$ cat config.mk
export PLATFORM = sky130hd
export DESIGN_NAME = matrix_reader
export DESIGN_NICKNAME = d
export VERILOG_FILES = /design/src/rtl/matrix_bram_pkg.sv /design/src/rtl/matrix_read_fifo.sv /design/src/rtl/matrix_reader.sv
export SDC_FILE = /design/constraint.sdc
export NUM_CORES = 1
export LEC_CHECK = 0
export CORE_MARGIN = 3
export CORE_UTILIZATION = 54
export CTS_CLUSTER_SIZE = 20
export DETAILED_ROUTE_END_ITERATION = 12
export PLACE_DENSITY = 0.81
export REMOVE_ABC_BUFFERS = 1
export SLEW_MARGIN = 15
export SYNTH_ARGS = -nofsm -noshare
export SYNTH_HDL_FRONTEND = slang
export SYNTH_HIERARCHICAL = 1
export SYNTH_SLANG_ARGS = --single-unit
$ cat constraint.sdc
create_clock -name clk -period 6.05 [get_ports clk]
set_input_delay 1.21 -clock clk [delete_from_list [all_inputs] [get_ports clk]]
set_output_delay 1.21 -clock clk [all_outputs]
set_load 0.05 [all_outputs]
$ cat src/rtl/matrix_bram_pkg.sv
// Shared layout definitions for matrix blocks in the matrix BRAM.
// Both the writer and the reader take block geometry and header field positions from here.
package matrix_bram_pkg;

    localparam int META_WORDS = 3;
    localparam int ROWS_MSB   = 31;
    localparam int COLS_MSB   = 23;

    typedef enum logic [2:0] {
        IDLE,
        META_RD,
        META_WAIT,
        DATA,
        DONE
    } rd_state_e;

    function automatic int block_base(input int id, input int block_size);
        return id * block_size;
    endfunction

endpackage

$ cat src/rtl/matrix_read_fifo.sv
// Synchronous skid FIFO for the reader's element stream.
// A push into a full FIFO is accepted only when a pop happens in the same cycle.
module matrix_read_fifo #(
    parameter int DATA_WIDTH = 32,
    parameter int DEPTH      = 4,
    parameter int CNT_W      = $clog2(DEPTH + 1)
) (
    input  logic                  clk,
    input  logic                  rst_n,
    input  logic                  push,
    input  logic [DATA_WIDTH-1:0] push_data,
    input  logic                  pop,
    output logic [DATA_WIDTH-1:0] pop_data,
    output logic [CNT_W-1:0]      count,
    output logic                  empty,
    output logic                  full
);

    localparam int PTR_W = (DEPTH > 1) ? $clog2(DEPTH) : 1;

    logic [DATA_WIDTH-1:0] mem_q [DEPTH];
    logic [DATA_WIDTH-1:0] mem_d [DEPTH];
    logic [PTR_W-1:0]      wr_ptr_q, wr_ptr_d, rd_ptr_q, rd_ptr_d;
    logic [CNT_W-1:0]      count_q, count_d;
    logic                  do_push, do_pop;

    assign empty    = (count_q == '0);
    assign full     = (count_q == CNT_W'(DEPTH));
    assign count    = count_q;
    assign pop_data = mem_q[rd_ptr_q];

    always_comb begin
        do_pop   = pop && !empty;
        do_push  = push && (!full || do_pop);
        mem_d    = mem_q;
        wr_ptr_d = wr_ptr_q;
        rd_ptr_d = rd_ptr_q;
        if (do_push) begin
            mem_d[wr_ptr_q] = push_data;
            wr_ptr_d = (wr_ptr_q == PTR_W'(DEPTH - 1)) ? '0 : wr_ptr_q + PTR_W'(1);
        end
        if (do_pop) begin
            rd_ptr_d = (rd_ptr_q == PTR_W'(DEPTH - 1)) ? '0 : rd_ptr_q + PTR_W'(1);
        end
        count_d = count_q + CNT_W'(do_push) - CNT_W'(do_pop);
    end

    always_ff @(posedge clk or negedge rst_n) begin
        if (!rst_n) begin
            mem_q    <= '{default: '0};
            wr_ptr_q <= '0;
            rd_ptr_q <= '0;
            count_q  <= '0;
        end else begin
            mem_q    <= mem_d;
            wr_ptr_q <= wr_ptr_d;
            rd_ptr_q <= rd_ptr_d;
            count_q  <= count_d;
        end
    end

endmodule

$ cat src/rtl/matrix_reader.sv
// Reads one matrix block (3 header words + row-major elements) from the matrix BRAM
// and streams the elements through a credit-limited skid FIFO.
//
// state     | meaning
// IDLE      | reader_ready=1, waiting for read_req
// META_RD   | issuing the three header reads
// META_WAIT | waiting for header words; decides DATA or DONE
// DATA      | issuing element reads under FIFO credit, draining to consumer
// DONE      | one-cycle read_done pulse
module matrix_reader
    import matrix_bram_pkg::*;
#(
    parameter int MAX_MEMORY_MATRIXES = 8,
    parameter int BLOCK_SIZE          = 1152,
    parameter int DATA_WIDTH          = 32,
    parameter int ADDR_WIDTH          = 14,
    parameter int READ_LATENCY        = 1,
    parameter int FIFO_DEPTH          = 4
) (
    input  logic                  clk,
    input  logic                  rst_n,
    input  logic                  read_req,
    input  logic [2:0]            matrix_id,
    output logic                  reader_ready,
    output logic                  meta_valid,
    output logic [7:0]            rows,
    output logic [7:0]            cols,
    output logic [63:0]           matrix_name,
    output logic [DATA_WIDTH-1:0] data_out,
    output logic                  data_valid,
    input  logic                  data_ready,
    output logic                  data_last,
    output logic                  read_done,
    output logic                  read_error,
    output logic                  bram_rd_en,
    output logic [ADDR_WIDTH-1:0] bram_addr,
    input  logic [DATA_WIDTH-1:0] bram_dout
);

    localparam int CNT_W = $clog2(FIFO_DEPTH + 1);

    rd_state_e               state_q, state_d;
    logic [ADDR_WIDTH-1:0]   addr_q, addr_d;
    logic [1:0]              meta_iss_q, meta_iss_d, meta_cap_q, meta_cap_d;
    logic [READ_LATENCY-1:0] vld_sr_q, vld_sr_d;
    logic [15:0]             meta_rc_q, meta_rc_d;
    logic [31:0]             w1_q, w1_d;
    logic [7:0]              rows_q, rows_d, cols_q, cols_d;
    logic [63:0]             name_q, name_d;
    logic [15:0]             total_q, total_d, issued_q, issued_d, delivered_q, delivered_d;
    logic                    meta_valid_q, meta_valid_d, read_error_q, read_error_d;
    logic                    issue, ret_vld, push, pop, credit_ok;
    logic                    fifo_empty, fifo_full;
    logic [CNT_W-1:0]        fifo_count;
    logic [DATA_WIDTH-1:0]   fifo_head;
    logic [15:0]             meta_total;

    assign ret_vld = vld_sr_q[READ_LATENCY-1];
    assign push    = ret_vld && (state_q == DATA);
    assign pop     = !fifo_empty && data_ready;

    // The slot freed by this cycle's pop counts as credit, which keeps the
    // stream bubble-free even when FIFO_DEPTH is only READ_LATENCY+1.
    assign credit_ok = !(fifo_full && !pop) &&
                       ((int'(fifo_count) + $countones(vld_sr_q) - int'(pop)) < FIFO_DEPTH);

    matrix_read_fifo #(
        .DATA_WIDTH (DATA_WIDTH),
        .DEPTH      (FIFO_DEPTH),
        .CNT_W      (CNT_W)
    ) u_fifo (
        .clk       (clk),
        .rst_n     (rst_n),
        .push      (push),
        .push_data (bram_dout),
        .pop       (pop),
        .pop_data  (fifo_head),
        .count     (fifo_count),
        .empty     (fifo_empty),
        .full      (fifo_full)
    );

    always_comb begin
        state_d      = state_q;
        addr_d       = addr_q;
        meta_iss_d   = meta_iss_q;
        meta_cap_d   = meta_cap_q;
        meta_rc_d    = meta_rc_q;
        w1_d         = w1_q;
        rows_d       = rows_q;
        cols_d       = cols_q;
        name_d       = name_q;
        total_d      = total_q;
        issued_d     = issued_q;
        delivered_d  = delivered_q;
        read_error_d = read_error_q;
        meta_valid_d = 1'b0;
        issue        = 1'b0;
        vld_sr_d     = '0;
        meta_total   = 16'(meta_rc_q[15:8]) * 16'(meta_rc_q[7:0]);

        case (state_q)
            IDLE: begin
                if (read_req) begin
                    addr_d       = ADDR_WIDTH'(block_base(int'(matrix_id), BLOCK_SIZE));
                    meta_iss_d   = '0;
                    meta_cap_d   = '0;
                    issued_d     = '0;
                    delivered_d  = '0;
                    read_error_d = 1'b0;
                    if (int'(matrix_id) >= MAX_MEMORY_MATRIXES) begin
                        read_error_d = 1'b1;
                        state_d      = DONE;
                    end else begin
                        state_d = META_RD;
                    end
                end
            end
            META_RD: begin
                issue      = 1'b1;
                addr_d     = addr_q + ADDR_WIDTH'(1);
                meta_iss_d = meta_iss_q + 2'd1;
                if (meta_iss_q == 2'd2) state_d = META_WAIT;
            end
            META_WAIT: ;
            DATA: begin
                if ((issued_q < total_q) && credit_ok) begin
                    issue    = 1'b1;
                    addr_d   = addr_q + ADDR_WIDTH'(1);
                    issued_d = issued_q + 16'd1;
                end
                if (pop) begin
                    delivered_d = delivered_q + 16'd1;
                    if (delivered_q == total_q - 16'd1) state_d = DONE;
                end
            end
            DONE:    state_d = IDLE;
            default: state_d = IDLE;
        endcase

        // Header words can start returning while META_RD is still issuing.
        if (ret_vld && (state_q == META_RD || state_q == META_WAIT)) begin
            meta_cap_d = meta_cap_q + 2'd1;
            case (meta_cap_q)
                2'd0:    meta_rc_d = {bram_dout[ROWS_MSB -: 8], bram_dout[COLS_MSB -: 8]};
                2'd1:    w1_d = bram_dout[31:0];
                default: begin
                    rows_d       = meta_rc_q[15:8];
                    cols_d       = meta_rc_q[7:0];
                    name_d       = {bram_dout[31:0], w1_q};
                    total_d      = meta_total;
                    meta_valid_d = 1'b1;
                    if (meta_total == 16'd0) begin
                        state_d = DONE;
                    end else if (32'(meta_total) > BLOCK_SIZE - META_WORDS) begin
                        read_error_d = 1'b1;
                        state_d      = DONE;
                    end else begin
                        state_d = DATA;
                    end
                end
            endcase
        end

        vld_sr_d[0] = issue;
        for (int i = 1; i < READ_LATENCY; i++) vld_sr_d[i] = vld_sr_q[i-1];
    end

    always_ff @(posedge clk or negedge rst_n) begin
        if (!rst_n) begin
            state_q      <= IDLE;
            addr_q       <= '0;
            meta_iss_q   <= '0;
            meta_cap_q   <= '0;
            vld_sr_q     <= '0;
            meta_rc_q    <= '0;
            w1_q         <= '0;
            rows_q       <= '0;
            cols_q       <= '0;
            name_q       <= '0;
            total_q      <= '0;
            issued_q     <= '0;
            delivered_q  <= '0;
            meta_valid_q <= 1'b0;
            read_error_q <= 1'b0;
        end else begin
            state_q      <= state_d;
            addr_q       <= addr_d;
            meta_iss_q   <= meta_iss_d;
            meta_cap_q   <= meta_cap_d;
            vld_sr_q     <= vld_sr_d;
            meta_rc_q    <= meta_rc_d;
            w1_q         <= w1_d;
            rows_q       <= rows_d;
            cols_q       <= cols_d;
            name_q       <= name_d;
            total_q      <= total_d;
            issued_q     <= issued_d;
            delivered_q  <= delivered_d;
            meta_valid_q <= meta_valid_d;
            read_error_q <= read_error_d;
        end
    end

    assign reader_ready = (state_q == IDLE);
    assign read_done    = (state_q == DONE);
    assign read_error   = read_error_q;
    assign meta_valid   = meta_valid_q;
    assign rows         = rows_q;
    assign cols         = cols_q;
    assign matrix_name  = name_q;
    assign bram_rd_en   = issue;
    assign bram_addr    = addr_q;
    assign data_valid   = !fifo_empty;
    assign data_out     = fifo_head;
    assign data_last    = !fifo_empty && (state_q == DATA) && (delivered_q == total_q - 16'd1);

endmodule

==> results of run 1 <==
==> metrics by stage <==
| stage | cell area, um^2 | hold slack [ns] |
|---|---|---|
| finish | 21000 | 0.459 |
| CTS | 21000 | 0.464 |
| floorplan | 17300 | 0.433 |
| global route | 21000 | 0.491 |
| detailed placement | 19800 | 0.449 |
| global placement | 19800 | 0.443 |
==> state kept, by name (all words and copies together) (netlist names), 3 cells and up <==
name          count
issued_q         16
state_q           3
w1_q             32
meta_rc_q        16
u_fifo/count      3
bram_addr        14
total_q          16
u_fifo/mem_q    128
delivered_q      16
matrix_name      64
cols              8
rows              8
==> metal layers <==
| metal | up-vias | wire length [um] | global-route usage (%) |
|---|---|---|---|
| met2 | 370 | 20000 | 39.7 |
| met1 | 6342 | 18500 | 32.8 |
| met5 | - | 13 | 0 |
| li1 | 5823 | - | - |
| met4 | 2 | 806 | 5.55 |
| met3 | 68 | 3250 | 6.84 |
==> cells in the mapped netlist (7+ instances only) <==
cell,count,area [um^2]
a211oi_1,7,52.6
a21o_1,12,90.1
a21oi_1,26,130
and2_1,53,332
and3_1,11,68.8
buf_1,7,26.3
buf_2,7,35.0
buf_6,12,135
clkbuf_1,47,176
dfrtp_1,335,8380
fa_1,37,741
ha_1,70,876
inv_1,101,379
mux2_2,183,2060
mux4_2,32,721
nand2_1,313,1170
nand2b_1,9,56.3
nand3_1,23,115
nand4_1,15,93.8
nor2_1,57,214
nor3_1,17,85.1
o2111ai_1,7,61.3
o211ai_1,12,90.1
o21ai_0,50,250
o31ai_1,9,67.6
or4_1,14,105
xnor2_1,19,166
xor2_1,26,228
==> final timing paths <==
check | endpoint | slack, ns | start
worst min register to register | matrix_name[6] | 0.46 | w1_q[6]
worst min-delay path | matrix_name[6] | 0.46 | w1_q[6]
max in group asynchronous | u_fifo/rd_ptr_q[0] | 4.05 | rst_n
worst max register to register | read_error | 0.52 | meta_rc_q[6]
worst max-delay path | data_last | 0.41 | total_q[0]
min in group asynchronous | matrix_name[53] | 0.65 | rst_n
==> cell type report <==
class	count	area, um^2	area share (%)
clock buffer	61	1140	5.42
timing repair buffer	182	1830	8.74
multi-input combinational	1095	8620	41.1
tap	435	544	2.59
inverter	102	384	1.83
sequential	335	8380	39.9
clock inverter	7	82.6	0.393
==> power breakdown <==
group	switching [mW]	internal (mW)	total (mW)	leakage [nW]
clock network	0.930	1.30	2.23	0.597
logic	1.27	0.864	2.14	4.70
registers	0.168	2.35	2.51	4.03
==> worst max-delay path, stage by stage, from the launching register on <==
cell	delay [ns]
dfrtp_1	0.44
inv_1	0.09
ha_1	0.17
nor3b_1	0.80
nand4_1	0.19
mux2_2	0.33
a2111oi_2	0.34
o2111ai_1	0.32
nor3_1	0.35
clkdlybuf4s50_1	0.87
==> logic make-up (layout without fill, tap and decap cells) <==
group,count (synthesis),in the layout,synth area share [%]
AO/OA/AOI/OAI,167,167,6.55
XOR/XNOR,45,45,2.22
adder cells (fa/ha/maj),107,107,9.12
buffers and inverters,175,352,4.26
flip-flops,335,335,47.3
multiplexers,218,218,15.9
AND/OR/NAND/NOR,558,558,14.7
==> reports/metrics.yaml, run 1 <==
status:
  status: "finished clean"
cts:
  numCtsBuffers: 38
  clock_path_buffers: 3
  path_clk_slew_ns: 0.06
  cts.sink_count: 335
  cts-root-buf: "clkbuf_16"
  cts_tree: "built"
  clk_latency_ns: 0.55
  htree_levels: 2
  post_cts_buffers: 0
  cts_hold_buffers: 0
  post_cts_resized: 0
final_layout:
  final_util_pct: 65.7
  final_common_cell: "dfrtp_1"
  area_growth_pct: 18.4
  fillers: 2359
  final_cell_mix: "dfrtp_1, nand2_1, mux2_2, clkdlybuf4s50_1, inv_1"
  layoutNonFillerInstCount: 2217
  nets: 1900
  drive_gt1_share_pct: 17.1
  diodes: 0
pwr:
  power_mw: 6.88
  p_per_area_mw_per_mm2: 328
  ir_drop_mv: 0.287
  leakage_nw: 9.32
floorplanning:
  start_util_pct: 55.4
  num_io_pins: 172
  die_h_um: 187
  fp.dieW_um: 187
  rows: 65
  coreArea_mm2: 0.0320
  dieArea_mm2: 0.0350
synth:
  synth-edff-count: 0
  yosysUniqueCellTypes: 69
  synth_seq_cells: 335
  syn_avg_cell_area_um2: 11.0
  yosysWarnings: 6
  synth_ff_type: "dfrtp_1"
  synthArstFlopShare_pct: 100
  netlist_instances: 1605
  synth_seq_area_share_pct: 47.3
  synthesis.area_mm2: 0.0177
timing:
  worst_pin_slew_ns: 1.16
  finalMaxSlewViolations: 0
  setup_tns_ns: 0
  max_slew_margin_pct: 22.6
  timing.final.crit_period_ns: 5.64
  finalSetupViolCount: 0
  fin_ws_ns: 0.409
  skew_ns: 0.0119
  hold_viol: 0
  min_period_over_period_pct: 93.2
  fmax_mhz: 177
  rsz0062_at_grt: "no"
place:
  port_buffers: 171
  dp_slack_ns: 0.572
  dp_cells: 2149
  dp_hpwl_um: 28500
  gp_routability_congestion: 0.894
route:
  drt_iter0_drc: 847
  wl_per_cell_um: 19.2
  postRouteAntennaNets: 0
  drt_wl_total_um: 42600
  drc: 0
  dr_total_vias: 12600
  routed_via_density: 5.69
  firstDrtPassIters: 5
global_route:
  grt_pass1_wl_um: 70100
  grt_pass1_vias: 13100
  antenna_found_initial: 1
  grt-ovfl-total: 0
  grt_use_total_pct: 24.4
  grt_max_degree: 103
worst_setup_path:
  crit_arrival_ns: 4.43
  cp-end-kind: "output port"
  critPathKind: "flip-flop to output port"
  startpoint_type: "flip-flop"
  path_max_fanout: 8
  r2r_cells: 16
  required_ns: 4.84
run:
  cap_violations: 0
worst_hold_path:
  min_path_type: "flip-flop to flip-flop"
  min_path_cells: 2
No activity file was read; power rests on OpenSTA's default activity.
==> inputs of run 2 (changes only) <==
--- a/config.mk
+++ b/config.mk
@@ -7,6 +7,7 @@
 export LEC_CHECK = 0
 export CORE_MARGIN = 3
 export CORE_UTILIZATION = 54
+export CTS_CLUSTER_DIAMETER = 200
 export CTS_CLUSTER_SIZE = 20
 export DETAILED_ROUTE_END_ITERATION = 12
 export PLACE_DENSITY = 0.81
==> constraint.sdc (replaced) <==
create_clock -name clk -period 6.05 [get_ports clk]
set_input_delay 0.9075 -clock clk [delete_from_list [all_inputs] [get_ports clk]]
set_output_delay 0.9075 -clock clk [all_outputs]
set_load 0.05 [all_outputs]
==> run 2 against run 1 <==
Net effect: power is 13% lower; die area stayed put; wire length down 3.9%; first-iteration DRC count shrank 5.3%; via count is 2.1% lower; worst setup slack better by 0.25 ns; maximum frequency up 4.7%; utilization is 2.2 points lower; clock skew grew 0.0047 ns; count of clock-buffer cells in the layout decreased by 40; highest routed layer unchanged; largest power group unchanged; cell area decreased by 3.4%; global-route usage down 0.73 points.
==> reports/metrics.yaml, run 2 (same netlist as run 1, synthesis figures left out) <==
cts:
  numCtsBuffers: 20
  cts_hold_buffers: 0
  cts_tree: "built"
  post_cts_buffers: 0
  cts.sink_count: 335
  clock_path_buffers: 3
  cts-root-buf: "clkbuf_16"
  htree_levels: 1
  path_clk_slew_ns: 0.10
  clk_latency_ns: 0.54
  post_cts_resized: 0
timing:
  timing.final.crit_period_ns: 5.39
  fmax_mhz: 186
  skew_ns: 0.0166
  max_slew_margin_pct: 23.7
  fin_ws_ns: 0.660
  rsz0062_at_grt: "no"
  finalSetupViolCount: 0
  hold_viol: 0
  min_period_over_period_pct: 89.1
  setup_tns_ns: 0
  worst_pin_slew_ns: 1.14
  finalMaxSlewViolations: 0
final_layout:
  design_area_mm2: 0.0203
  multiInputGateArea_mm2: 0.00862
  drive_gt1_share_pct: 15.6
  seqCellArea_mm2: 0.00838
  largest_reg_flops: 128
  diodes: 0
  top_register: "u_fifo/mem_q"
  final_cell_mix: "dfrtp_1, nand2_1, mux2_2, clkdlybuf4s50_1, inv_1"
  fillers: 2438
  area_growth_pct: 14.4
  nets: 1881
  final_common_cell: "dfrtp_1"
floorplanning:
  dieArea_mm2: 0.0350
  die_h_um: 187
  rows: 65
  num_io_pins: 172
  fp.dieW_um: 187
  coreArea_mm2: 0.0320
  start_util_pct: 55.4
route:
  postRouteAntennaNets: 0
  drt_wl_total_um: 40900
  firstDrtPassIters: 5
  drc: 0
  dr_total_vias: 12300
  wl_per_cell_um: 18.9
  drt_iter0_drc: 802
  routed_via_density: 5.68
worst_hold_path:
  holdPathEnd: "matrix_name[6]"
  min_path_type: "flip-flop to flip-flop"
  min_path_cells: 2
  hp-start: "w1_q[6]"
global_route:
  antenna_found_initial: 1
  grt-ovfl-total: 0
  grt_max_degree: 142
  grt_pass1_vias: 12900
  grt_pass1_wl_um: 68500
  grt_use_total_pct: 23.6
worst_setup_path:
  path_max_fanout: 10
  startpoint_type: "flip-flop"
  critPathKind: "flip-flop to flip-flop"
  reg2reg_setup_slack_ns: 0.66
  r2r-end: "read_error"
  cp-end-kind: "flip-flop"
  r2r_cells: 16
  required_ns: 6.47
  crit_arrival_ns: 5.81
  reg2reg_from: "meta_rc_q[6]"
pwr:
  ir_drop_mv: 0.222
  leakage_nw: 8.97
  power_mw: 5.98
  p_per_area_mw_per_mm2: 295
place:
  dp_slack_ns: 0.689
  dp_hpwl_um: 28100
  gp_routability_congestion: 0.858
  post_dp_cell_area_mm2: 0.0197
  port_buffers: 171
run:
  cap_violations: 0
status:
  status: "finished clean"
==> run 2: cell count changes in the layout (fill, tap and decap cells not counted) <==
cell             before  now
clkbuf_1             13    1
buf_12                3    1
clkinv_4              1    0
clkbuf_8             10    0
inv_6                 1    0
clkinvlp_4            0    1
clkinv_2              4    1
clkdlybuf4s50_1     169  170
clkbuf_16            38   20
inv_16                1    0
==> run 2: metal layers <==
| metal | wire, um | vias to the layer above | GRT usage (%) | share of wire (%) |
|---|---|---|---|---|
| met2 | 19000 | 285 | 38.7 | 46 |
| met3 | 2860 | 47 | 5.81 | 7.0 |
| met5 | 13 | - | 0 | 0.032 |
| li1 | - | 5749 | - | - |
| met1 | 18400 | 6258 | 32.8 | 45 |
| met4 | 668 | 2 | 4.04 | 1.6 |
==> run 2: through the flow <==
step	util (%)	hold WS, ns	cells
finish	63.4	0.458	2171
global route	63.4	0.500	2171
CTS	63.4	0.468	2171
detailed placement	61.8	0.449	2148
global placement	61.8	0.444	2148
floorplan	-	0.433	1532
==> run 2: area by class of cell <==
class	instances	area share (%)
well taps	435	2.68
flip-flops and latches	335	41.3
multi-input cells	1095	42.5
clock buffers	21	2.49
clock inverters	2	0.185
repair buffers	181	8.90
inverters	102	1.89
==> run 2: where the power goes <==
part | internal (mW) | switching, mW
clock network | 0.603 | 0.748
logic | 0.861 | 1.30
registers | 2.34 | 0.131
total | 3.81 | 2.17
==> run 2: how the worst max path moves through the flow <==
stage / from / to / slack [ns] / cells past startpoint
6_report: meta_rc_q[6] / read_error / 0.66 / 16
5_1_grt: meta_rc_q[6] / state_q[1] / 0.24 / 16
4_1_cts: meta_rc_q[6] / read_error / 0.66 / 15
3_5_place_dp: meta_rc_q[6] / read_error / 0.69 / 16
3_3_place_gp: meta_rc_q[6] / read_error / 0.75 / 15
2_1_floorplan: meta_rc_q[7] / read_error / 1.10 / 15
==> run 2: critical path: stages (launching register included) <==
cell	delay [ns]
dfrtp_1	0.53
nand2_1	0.13
fa_1	0.50
fa_1	0.54
inv_1	0.05
fa_1	0.53
inv_1	0.06
fa_1	0.52
inv_1	0.04
ha_1	0.38
a21oi_1	0.35
o22ai_1	0.18
o21ai_0	0.21
and3b_1	0.20
o211ai_1	0.10
or4b_2	0.72
a22o_1	0.24
==> inputs of run 3 (changes only) <==
--- a/config.mk
+++ b/config.mk
@@ -10,6 +10,7 @@
 export CTS_CLUSTER_DIAMETER = 200
 export CTS_CLUSTER_SIZE = 20
 export DETAILED_ROUTE_END_ITERATION = 12
+export MAX_ROUTING_LAYER = met4
 export PLACE_DENSITY = 0.81
 export REMOVE_ABC_BUFFERS = 1
 export SLEW_MARGIN = 15
==> run 3 against run 2 <==
Net effect: combinational power rose by 2%; hold slack got worse by 0.13 ns; register-to-register slack got worse by 0.05 ns; critical path type unchanged; power rose by 0.32%; critical path depth shrank 1; count of clock-buffer cells in the layout stayed put; utilization rose by 0.055 points; worst setup slack got worse by 0.052 ns; die area unchanged.
==> reports/metrics.yaml, run 3 (same netlist as run 1, synthesis figures left out) <==
cts:
  path_clk_slew_ns: 0.09
  post_cts_buffers: 0
  htree_levels: 1
  post_cts_resized: 0
  cts-root-buf: "clkbuf_16"
  cts.sink_count: 335
  clock_path_buffers: 3
  numCtsBuffers: 20
  clk_latency_ns: 0.56
  cts_hold_buffers: 0
  cts_tree: "built"
global_route:
  grt_use_total_pct: 24.8
  antenna_found_initial: 1
  grt_pass1_wl_um: 69400
  grt_max_degree: 115
  grt-ovfl-total: 0
  grt_pass1_vias: 13100
pwr:
  p_per_area_mw_per_mm2: 296
  ir_drop_mv: 0.227
  power_frac_comb_pct: 36.7
  p_seq_share_pct: 40.8
  p_switching_mw: 2.19
  swShare_pct: 36.5
  intPower_mw: 3.81
  leakage_nw: 8.98
  power_mw: 6.00
  pwr-share-clk_pct: 22.5
final_layout:
  drive_gt1_share_pct: 15.6
  top_register: "u_fifo/mem_q"
  final_cell_mix: "dfrtp_1, nand2_1, mux2_2, clkdlybuf4s50_1, inv_1"
  final_common_cell: "dfrtp_1"
  nets: 1881
  largest_reg_flops: 128
  final_util_pct: 63.5
  area_growth_pct: 14.5
worst_setup_path:
  crit_buf_inv: 2
  critPathKind: "flip-flop to flip-flop"
  r2r-end: "read_error"
  cpLargestDelayFamily: "adder cells"
  startpoint_type: "flip-flop"
  cpMostUsedCell: "fa_1"
  required_ns: 6.47
  cpPeakStageDelay_ns: 0.72
  path_max_fanout: 10
  crit_arrival_ns: 5.86
  reg2reg_setup_slack_ns: 0.61
  cp-end-kind: "flip-flop"
  r2r_cells: 15
  reg2reg_from: "meta_rc_q[4]"
  path_cells: "and2_1 > fa_1 > fa_1 > fa_1 > inv_1 > fa_1 > inv_1 > ha_1 > nand4_1 > nor4_1 > o21ai_0 > a21boi_0 > o211ai_1 > or4b_2 > a22o_1"
  cpMaxStageDelayCell: "or4b_2"
timing:
  fmax_mhz: 184
  timing.final.crit_period_ns: 5.44
  finalMaxSlewViolations: 0
  max_slew_margin_pct: 21.1
  fin_ws_ns: 0.609
  rsz0062_at_grt: "no"
  worst_pin_slew_ns: 1.18
  min_period_over_period_pct: 89.9
  hold_viol: 0
  holdWs_ns: 0.327
  setup_tns_ns: 0
  skew_ns: 0.0352
  finalSetupViolCount: 0
floorplanning:
  die_h_um: 187
  rows: 65
  dieArea_mm2: 0.0350
  start_util_pct: 55.4
  num_io_pins: 172
  fp.dieW_um: 187
  coreArea_mm2: 0.0320
route:
  drt_wl_total_um: 41700
  wl_per_cell_um: 19.2
  routed_via_density: 5.72
  postRouteAntennaNets: 0
  firstDrtPassIters: 5
  dr_total_vias: 12400
  drt_iter0_drc: 850
  drc: 0
worst_hold_path:
  min_path_type: "primary input to async pin"
status:
  status: "finished clean"
run:
  cap_violations: 0
place:
  dp_slack_ns: 0.666
  port_buffers: 171
  gp_routability_congestion: 0.873
  dp_hpwl_um: 28700
==> run 3: cell types whose count changed in the layout (fill, tap and decap cells not counted) <==
cell     delta
buf_4       -1
diode_2     +2
buf_12      +1
==> run 3: area by class of cell <==
type | count | area, um^2
antenna | 2 | 5.00
inverter | 102 | 384
multi-input combinational | 1095 | 8620
timing repair buffer | 181 | 1820
tap | 435 | 544
fill | 2474 | 11700
clock inverter | 2 | 37.5
sequential | 335 | 8380
clock buffer | 21 | 504
==> run 3: stage by stage <==
step,instance area [um^2],cells
after floorplan,17300,1532
after global placement,19800,2148
after detailed placement,19800,2148
after CTS,20300,2171
after global routing,20300,2172
final,20300,2173
==> run 3: metal layers <==
| metal | global-route usage, % | vias up | routed length, um |
|---|---|---|---|
| met5 | - | - | 0 |
| met4 | 5.09 | 0 | 816 |
| met3 | 5.87 | 58 | 2680 |
| met2 | 38.8 | 286 | 19400 |
| met1 | 33.6 | 6349 | 18900 |
| li1 | - | 5745 | - |
==> run 3: worst max path at each step <==
stage | from | end | slack, ns | depth (start not counted)
floorplan | meta_rc_q[7] | read_error | 1.10 | 15
global placement | meta_rc_q[6] | read_error | 0.73 | 15
detailed placement | meta_rc_q[6] | read_error | 0.67 | 16
CTS | meta_rc_q[6] | read_error | 0.64 | 16
global route | meta_rc_q[6] | read_error | 0.20 | 15
finish | meta_rc_q[4] | read_error | 0.61 | 15
==> run 3: power groups by stage <==
| stage | Clock (mW) | Sequential (mW) | Combinational, mW |
|---|---|---|---|
| 2_1_floorplan | 0 | 2.54 | 1.48 |
| 3_3_place_gp | 0 | 2.48 | 2.16 |
| 3_5_place_dp | 0 | 2.49 | 2.19 |
| 4_1_cts | 1.38 | 2.45 | 2.21 |
| 5_1_grt | 1.46 | 2.47 | 2.40 |
| 6_report | 1.35 | 2.45 | 2.20 |
